`src/rtl/dense_layer_sequencer.sv`:
```
// dense_layer_sequencer
//   Control FSM that time-shares one dense-layer MAC datapath (multiplier,
//   accumulator, weight scale, activation LUT) across layers of different
//   shape. For each neuron it loads the bias, streams weight and input
//   addresses, waits for the MAC pipeline to drain and then hands the
//   result to the activation stage over a valid/ready handshake.
//
//   Optional feature macro: DENSE_SEQ_PERF_EN adds perf_cycles, a saturating
//   count of busy cycles for the most recent run.
//
// Ports
//   clk, rst        clock, synchronous active-high reset
//   start           start request, sampled only while idle
//   cfg_nb_input    input count (1..MAX_IN)
//   cfg_nb_neurons  neuron count (1..MAX_NEU)
//   cfg_stride      weight row stride (weight addr = in*stride + neu)
//   bias_addr       bias index of the current neuron
//   mac_clr         load bias into the accumulator
//   mac_en          accumulate w[w_addr] * x[in_addr]
//   w_addr, in_addr weight / input addresses
//   out_valid       result ready for the activation stage
//   out_ready       activation stage accepts the result
//   out_idx         neuron index of the presented result
//   busy            high from the first bias load through the done cycle
//   done            one-cycle completion pulse
//   err             high with done when the config was rejected
//   perf_cycles     busy-cycle counter (DENSE_SEQ_PERF_EN only)
module dense_layer_sequencer #(
  parameter int unsigned MAX_IN  = 96,
  parameter int unsigned MAX_NEU = 24,
  parameter int unsigned ADDR_W  = 12,
  parameter int unsigned MAC_LAT = 2
) (
  input  logic              clk,
  input  logic              rst,
  input  logic              start,
  input  logic [6:0]        cfg_nb_input,
  input  logic [4:0]        cfg_nb_neurons,
  input  logic [4:0]        cfg_stride,
  output logic [4:0]        bias_addr,
  output logic              mac_clr,
  output logic              mac_en,
  output logic [ADDR_W-1:0] w_addr,
  output logic [6:0]        in_addr,
  output logic              out_valid,
  input  logic              out_ready,
  output logic [4:0]        out_idx,
  output logic              busy,
  output logic              done,
  output logic              err
`ifdef DENSE_SEQ_PERF_EN
  ,
  output logic [15:0]       perf_cycles
`endif
);

  typedef enum logic [2:0] {
    S_IDLE,
    S_BIAS,
    S_MAC,
    S_DRAIN,
    S_WRITE,
    S_DONE
  } state_t;

  localparam logic [6:0] MAX_IN_C  = 7'(MAX_IN);
  localparam logic [4:0] MAX_NEU_C = 5'(MAX_NEU);
  // Drain counter preload; counts down to zero so DRAIN lasts MAC_LAT cycles.
  localparam logic [2:0] LAT_M1    = (MAC_LAT == 0) ? 3'd0 : 3'(MAC_LAT - 1);

  state_t     state;
  logic [4:0] neu;
  logic [6:0] nin_q;
  logic [4:0] nneu_q;
  logic [4:0] stride_q;
  logic [2:0] drain_cnt;
  logic       cfg_invalid;

  always_comb begin
    cfg_invalid = (cfg_nb_input == '0) || (cfg_nb_neurons == '0) ||
                  (cfg_nb_input > MAX_IN_C) || (cfg_nb_neurons > MAX_NEU_C);
  end

  // in_addr and w_addr double as the input index and running weight base,
  // so the address stream is a pure add-stride walk with no multiplier.
  always_ff @(posedge clk) begin
    if (rst) begin
      state     <= S_IDLE;
      neu       <= '0;
      nin_q     <= '0;
      nneu_q    <= '0;
      stride_q  <= '0;
      drain_cnt <= '0;
      bias_addr <= '0;
      mac_clr   <= 1'b0;
      mac_en    <= 1'b0;
      w_addr    <= '0;
      in_addr   <= '0;
      out_valid <= 1'b0;
      out_idx   <= '0;
      busy      <= 1'b0;
      done      <= 1'b0;
      err       <= 1'b0;
    end else begin
      case (state)
        S_IDLE: begin
          done <= 1'b0;
          err  <= 1'b0;
          busy <= 1'b0;
          if (start) begin
            nin_q    <= cfg_nb_input;
            nneu_q   <= cfg_nb_neurons;
            stride_q <= cfg_stride;
            neu      <= '0;
            if (cfg_invalid) begin
              state <= S_DONE;
              done  <= 1'b1;
              err   <= 1'b1;
            end else begin
              state     <= S_BIAS;
              busy      <= 1'b1;
              mac_clr   <= 1'b1;
              bias_addr <= '0;
            end
          end
        end

        S_BIAS: begin
          mac_clr <= 1'b0;
          mac_en  <= 1'b1;
          in_addr <= '0;
          w_addr  <= ADDR_W'(neu);
          state   <= S_MAC;
        end

        S_MAC: begin
          if (in_addr == nin_q - 7'd1) begin
            mac_en <= 1'b0;
            if (MAC_LAT == 0) begin
              state     <= S_WRITE;
              out_valid <= 1'b1;
              out_idx   <= neu;
            end else begin
              state     <= S_DRAIN;
              drain_cnt <= LAT_M1;
            end
          end else begin
            in_addr <= in_addr + 7'd1;
            w_addr  <= w_addr + ADDR_W'(stride_q);
          end
        end

        S_DRAIN: begin
          if (drain_cnt == '0) begin
            state     <= S_WRITE;
            out_valid <= 1'b1;
            out_idx   <= neu;
          end else begin
            drain_cnt <= drain_cnt - 3'd1;
          end
        end

        S_WRITE: begin
          if (out_ready) begin
            out_valid <= 1'b0;
            if (neu == nneu_q - 5'd1) begin
              state <= S_DONE;
              done  <= 1'b1;
            end else begin
              neu       <= neu + 5'd1;
              bias_addr <= neu + 5'd1;
              mac_clr   <= 1'b1;
              state     <= S_BIAS;
            end
          end
        end

        S_DONE: begin
          done  <= 1'b0;
          err   <= 1'b0;
          busy  <= 1'b0;
          state <= S_IDLE;
        end

        default: state <= S_IDLE;
      endcase
    end
  end

`ifdef DENSE_SEQ_PERF_EN
  // Counts the registered busy flag, so the final value lands one cycle
  // after done and then holds until the next start.
  always_ff @(posedge clk) begin
    if (rst) begin
      perf_cycles <= '0;
    end else if (state == S_IDLE && start) begin
      perf_cycles <= '0;
    end else if (busy && perf_cycles != '1) begin
      perf_cycles <= perf_cycles + 16'd1;
    end
  end
`endif

endmodule
```
`config.mk`:
```
export PLATFORM = sky130hd
export DESIGN_NAME = dense_layer_sequencer
export DESIGN_NICKNAME = d
export VERILOG_FILES = /design/src/rtl/dense_layer_sequencer.sv
export SDC_FILE = /design/constraint.sdc
export NUM_CORES = 1
export LEC_CHECK = 0
export CELL_PAD_IN_SITES_DETAIL_PLACEMENT = 0
export CELL_PAD_IN_SITES_GLOBAL_PLACEMENT = 1
export CORE_MARGIN = 1
export CORE_UTILIZATION = 43
export CTS_CLUSTER_DIAMETER = 40
export CTS_CLUSTER_SIZE = 8
export DETAILED_ROUTE_END_ITERATION = 12
export PLACE_DENSITY_LB_ADDON = 0.1
export REMOVE_ABC_BUFFERS = 1
export SLEW_MARGIN = 20
export SYNTH_ARGS = -nofsm -noshare
export SYNTH_HDL_FRONTEND = slang
export SYNTH_SLANG_ARGS = --single-unit
export TNS_END_PERCENT = 30
```
`constraint.sdc`:
```
create_clock -name clk -period 7.4 [get_ports clk]
set_clock_uncertainty 0.2 [all_clocks]
set_input_delay 1.11 -clock clk [delete_from_list [all_inputs] [get_ports clk]]
set_output_delay 1.11 -clock clk [all_outputs]
set_load 0.02 [all_outputs]
```
# == Word level (Yosys, flattened, before mapping) ==
# Index checks and enable logic that the tools add are counted.
# op_classes
n_addsub,6
order_cmp,2
n_eq_ne,16
mux,40
reduce_logical,25
# op_table
cell,count
2-to-1 mux 5 bit,5
2-to-1 mux 3 bit,8
case mux 12 bit (2 select lines),1
case mux 5 bit (2 select lines),2
"inequality test 2 bit, second input constant",9
case mux 3 bit (5 select lines),1
case mux 7 bit (2 select lines),1
2-to-1 mux 1 bit,13
adder 12 x 5 -> 12 bit,1
2-to-1 mux 12 bit,1
AND reduction 5 bit,2
nonzero test 2 bit,5
AND reduction 3 bit,3
case mux 1 bit (2 select lines),4
AND reduction 2 bit,4
AND reduction 4 bit,2
"adder 7 x 1 -> 7 bit, second input constant",1
== test 7 bit,1
"> comparator 7 bit, second input constant",1
zero test 7 bit,1
2-to-1 mux 7 bit,1
"subtractor 7 x 1 -> 7 bit, second input constant",1
"== test 3 x 2 -> 1 bit, second input constant",2
"== test 3 bit, second input constant",2
other kinds (12),17
# word_totals
reg_bits,63
out_inout_bits,35
elab_cells,105

# == Longest topological paths before layout ==
# logic_depth
ltp_word,7
depth_mapped,11
mapped_depth_nobuf,9

# == Least setup slack after synthesis ==
# OpenSTA, ideal clock, no wires.
# synth_timing
path_type,input port to flip-flop
start,in cfg_nb_neurons[0]
end,reg bias_addr[3]
setup_ns,0.128
arrival_ns,2.507
required_time_ns,7.072
slack_ns,4.565
stages,7
n_path_buf,0
cell_sequence,o311ai_0 -> o21ai_0 -> or3_1 -> o22ai_1 -> nand2_1 -> a22oi_1 -> nor2_1
# synth_via
elab_chain_len,6
word_cells_on_any_way,7
cone_classes,1 x order compare; 1 x eq/ne; 5 x reduce/logical
# synth_lines
item,line,rtl
start: declaration,38,"input logic [4:0] cfg_nb_neurons,"
"parallel branches: the longest is 3 deep, another holds > comparator 5 bit",-,
logical OR 1 bit (*),81,(cfg_nb_input > MAX_IN_C) || (cfg_nb_neurons > MAX_NEU_C);
inequality test 2 bit (no source line) (*),-,
AND reduction 5 bit (no source line) (*),-,
end signal: assignment,171,bias_addr <= neu + 5'd1;
end: declaration,40,"output logic [4:0] bias_addr,"
# Every way passes the cells marked *.
# A chain may end at the register's enable or synchronous reset.

# == Worst setup path after layout ==
# layout_timing
start,in cfg_nb_neurons[0]
end,reg bias_addr[4]
# Same word-level chain as after synthesis.

==> results_dict.tcl <==
set metrics [dict create \
    seq_area_um2 1260 \
    synth_async_sr_flop_share_pct 0 \
    synth.avg_cell_area_um2 8.13 \
    reg2reg_from "nin_q[0]" \
    setup_violations 0 \
    cts_resized 0 \
    finalCritPeriodShare_pct 44.0 \
    rrSetupSlack_ns 4.24 \
    drtIter0Drc 97 \
    netlist_instances 418 \
    status "complete, no violations" \
    relSlewSlack_pct 34.6 \
    period_minus_slack_ns 3.26 \
    rsz0062_at_grt "no" \
    grt_pass1_wl_mm 14.1 \
    ir_worst_vdd_mv 0.146 \
    nets 497 \
    postRouteAntennaNets 0 \
    worst_pin_slew_ns 0.980 \
    grt_antenna_before_repair 0 \
    cts_hold_buf 0 \
    dp_hpwl_mm 5.83 \
    maxCapViolations 0 \
    grt_max_degree 53 \
    crit_chain "clkdlybuf4s50_1, o311ai_0, o21ai_0, or3_1, o22ai_1, nand2_1, a22oi_1, nor2_1" \
    worstSkewPairLatency_ns 0.35 \
    post_drt_wl_per_cell_um 15.0 \
    grt_usage_pct 21.5 \
    hp-class "flip-flop to flip-flop" \
    yosys_warnings 0 \
    cts_inserted_buffers 9 \
    nFillCells 773 \
    postRouteWirelength_mm 8.56 \
    overflow 0 \
    critPathSlowestCell "or3_1" \
    synth_edf_count 0 \
    cts.path.max_buffers 2 \
    ys_seq_elements 63 \
    cts_root_buf "clkbuf_8" \
    seq_area_frac_synth_pct 37.1 \
    hold_depth 2 \
    finalMaxSlewViolations 0 \
    cts_tree "done" \
    rows 32 \
    reg2reg_to "drain_cnt[0]" \
    power.density_nw_per_um2 231 \
    ios 56 \
    firstDrtPassIters 4 \
    critPathCaptureType "flip-flop" \
    fmaxAchievable_mhz 307 \
    route.detailed.drc 0 \
    core_area_um2 7690 \
    vias 3071 \
    crit_path_start_kind "input port" \
    yosysUniqueCellTypes 53 \
    dieWidth_um 90.9 \
    post_cts.repair.setup_buffers 0 \
    min_from "stride_q[0]" \
    grt_pass1_vias 2892 \
    p_leak_nw 1.45 \
    syn_to_final_growth_pct 22.5 \
    synth_area_um2 3400 \
    multi_input_area_um2 2000 \
    clkTransAtPathRegs_ns 0.07 \
    die_y_um 90.9 \
    critPathKind "input port to flip-flop" \
    finalHoldViolCount 0 \
    path_delay_family "compound AO/OA/AOI/OAI gates" \
    gp_congestion 0.823 \
    hold_path_end "stride_q[0]" \
    final-instance-count-excl-fill 571 \
    io_buffers 55 \
    dp_cells 555 \
    cts_sinks 63 \
    initial_core_util_pct 44.2 \
    worst_ep_arrival_time_ns 3.26 \
    cts.htree.levels 3 \
    slowest_delay_ns 0.51 \
    path_buf_inv 1 \
    final_layout_size_suffix_gt1_share_pct 5.97 \
    ys.flop_type "dfxtp_1" \
    die_area_um2 8260 \
    insertedDiodeCount 0 \
    worstPathRequired_ns 7.40 \
    path_max_fanout 5 \
    viasPerCell 5.38 \
    tns_ns 0 \
    reg2reg_depth 9 \
]
-- per-stage QoR --
step                      setup slack, ns  utilization [%]  power (mW)  hold WS [ns]  area, um2
after floorplan                      4.58                -       0.605         0.234       3290
after global placement               3.86             51.9       0.704         0.244       3990
after detailed placement             3.79             52.0       0.710         0.253       4000
after CTS                            4.14             54.2       0.971         0.263       4160
after global routing                 3.93             54.2        1.02         0.291       4160
final                                4.14             54.2       0.961         0.260       4160
-- layout by cell type, fill, tap and decap left out, drive strengths merged, types with 9 or more instances in the layout --
master and n:
a21oi 44, clkbuf 10, clkdlybuf4s50 54, dfxtp 63, ha 11, inv 12, nand2 55, nand2b 10
nand3 18, nor2 40, nor3 9, o21ai 12, xnor2 17
-- cells by family after synthesis --
logic type	after synthesis	synth area share, %
AND/OR/NAND/NOR	172	24.6
buffers and inverters	34	4.35
flip-flops	63	37.1
XOR/XNOR	26	7.11
AO/OA/AOI/OAI	104	20.0
adder cells (fa/ha/maj)	12	4.64
multiplexers	7	2.10
-- sequential cells by signal (all words and copies together) (netlist names), 3 cells and up --
| register | count |
|---|---|
| w_addr | 12 |
| in_addr | 7 |
| nin_q | 7 |
| bias_addr | 5 |
| neu | 5 |
| nneu_q | 5 |
| out_idx | 5 |
| stride_q | 5 |
| drain_cnt | 3 |
| state | 3 |
-- layout make-up --
| cell class | count | area share (%) |
|---|---|---|
| Clock buffer | 10 | 3.07 |
| Clock inverter | 6 | 0.902 |
| Inverter | 12 | 1.08 |
| Multi-Input combinational cell | 321 | 48.1 |
| Sequential cell | 63 | 30.3 |
| Tap cell | 102 | 3.07 |
| Timing Repair Buffer | 57 | 13.5 |
-- tightest hold or removal path, stage by stage, from the launching register on --
cell     delay, ns
dfxtp_1       0.31
nand2_1       0.05
a21oi_1       0.05
-- power breakdown --
group          internal (mW)  total, mW  switching, mW
registers              0.368      0.410         0.0411
clock network          0.120      0.260          0.141
logic                  0.118      0.291          0.173
total                  0.606      0.961          0.355
-- synthesized netlist by cell type, drive strengths merged (2+ instances only) --
master	number	area (um2)
nand2	55	206
a21o	5	37.5
dfxtp	63	1260
a211oi	4	30.0
o21bai	3	22.5
inv	12	45.0
o31ai	5	42.5
or2	2	12.5
mux2i	6	60.1
nor2	40	150
a21oi	44	220
nor3	9	50.1
xnor2	17	149
nand3	18	90.1
nor4	3	18.8
and4	3	28.8
or4	3	22.5
nand4	5	31.3
ha	11	138
nand3b	8	60.1
and2	5	31.3
xor2	8	70.1
clkbuf	19	71.3
or3	5	31.3
a22oi	8	60.1
a311oi	2	17.5
nor2b	3	18.8
a22o	4	35.0
nand2b	10	62.6
buf	3	31.3
a31oi	8	50.1
o21ai	12	60.1
o22ai	2	12.5
-- per-layer routing --
layer	global-route usage (%)	routed length, um
met1	26.6	4090
met2	37.2	4060
met4	6.75	106
met5	0	0
met3	4.71	305
-- worst max-delay path by stage --
stage / startpoint / endpoint / cells past startpoint / slack, ns
2_1_floorplan: cfg_nb_neurons[0] / bias_addr[3] / 7 / 4.58
3_3_place_gp: cfg_nb_input[1] / bias_addr[4] / 8 / 3.86
3_5_place_dp: cfg_nb_neurons[0] / bias_addr[4] / 8 / 3.79
4_1_cts: cfg_nb_neurons[0] / bias_addr[4] / 8 / 4.14
5_1_grt: cfg_nb_neurons[0] / bias_addr[3] / 8 / 3.93
6_report: cfg_nb_neurons[0] / bias_addr[4] / 8 / 4.14
No activity file was read; power rests on OpenSTA's default activity.
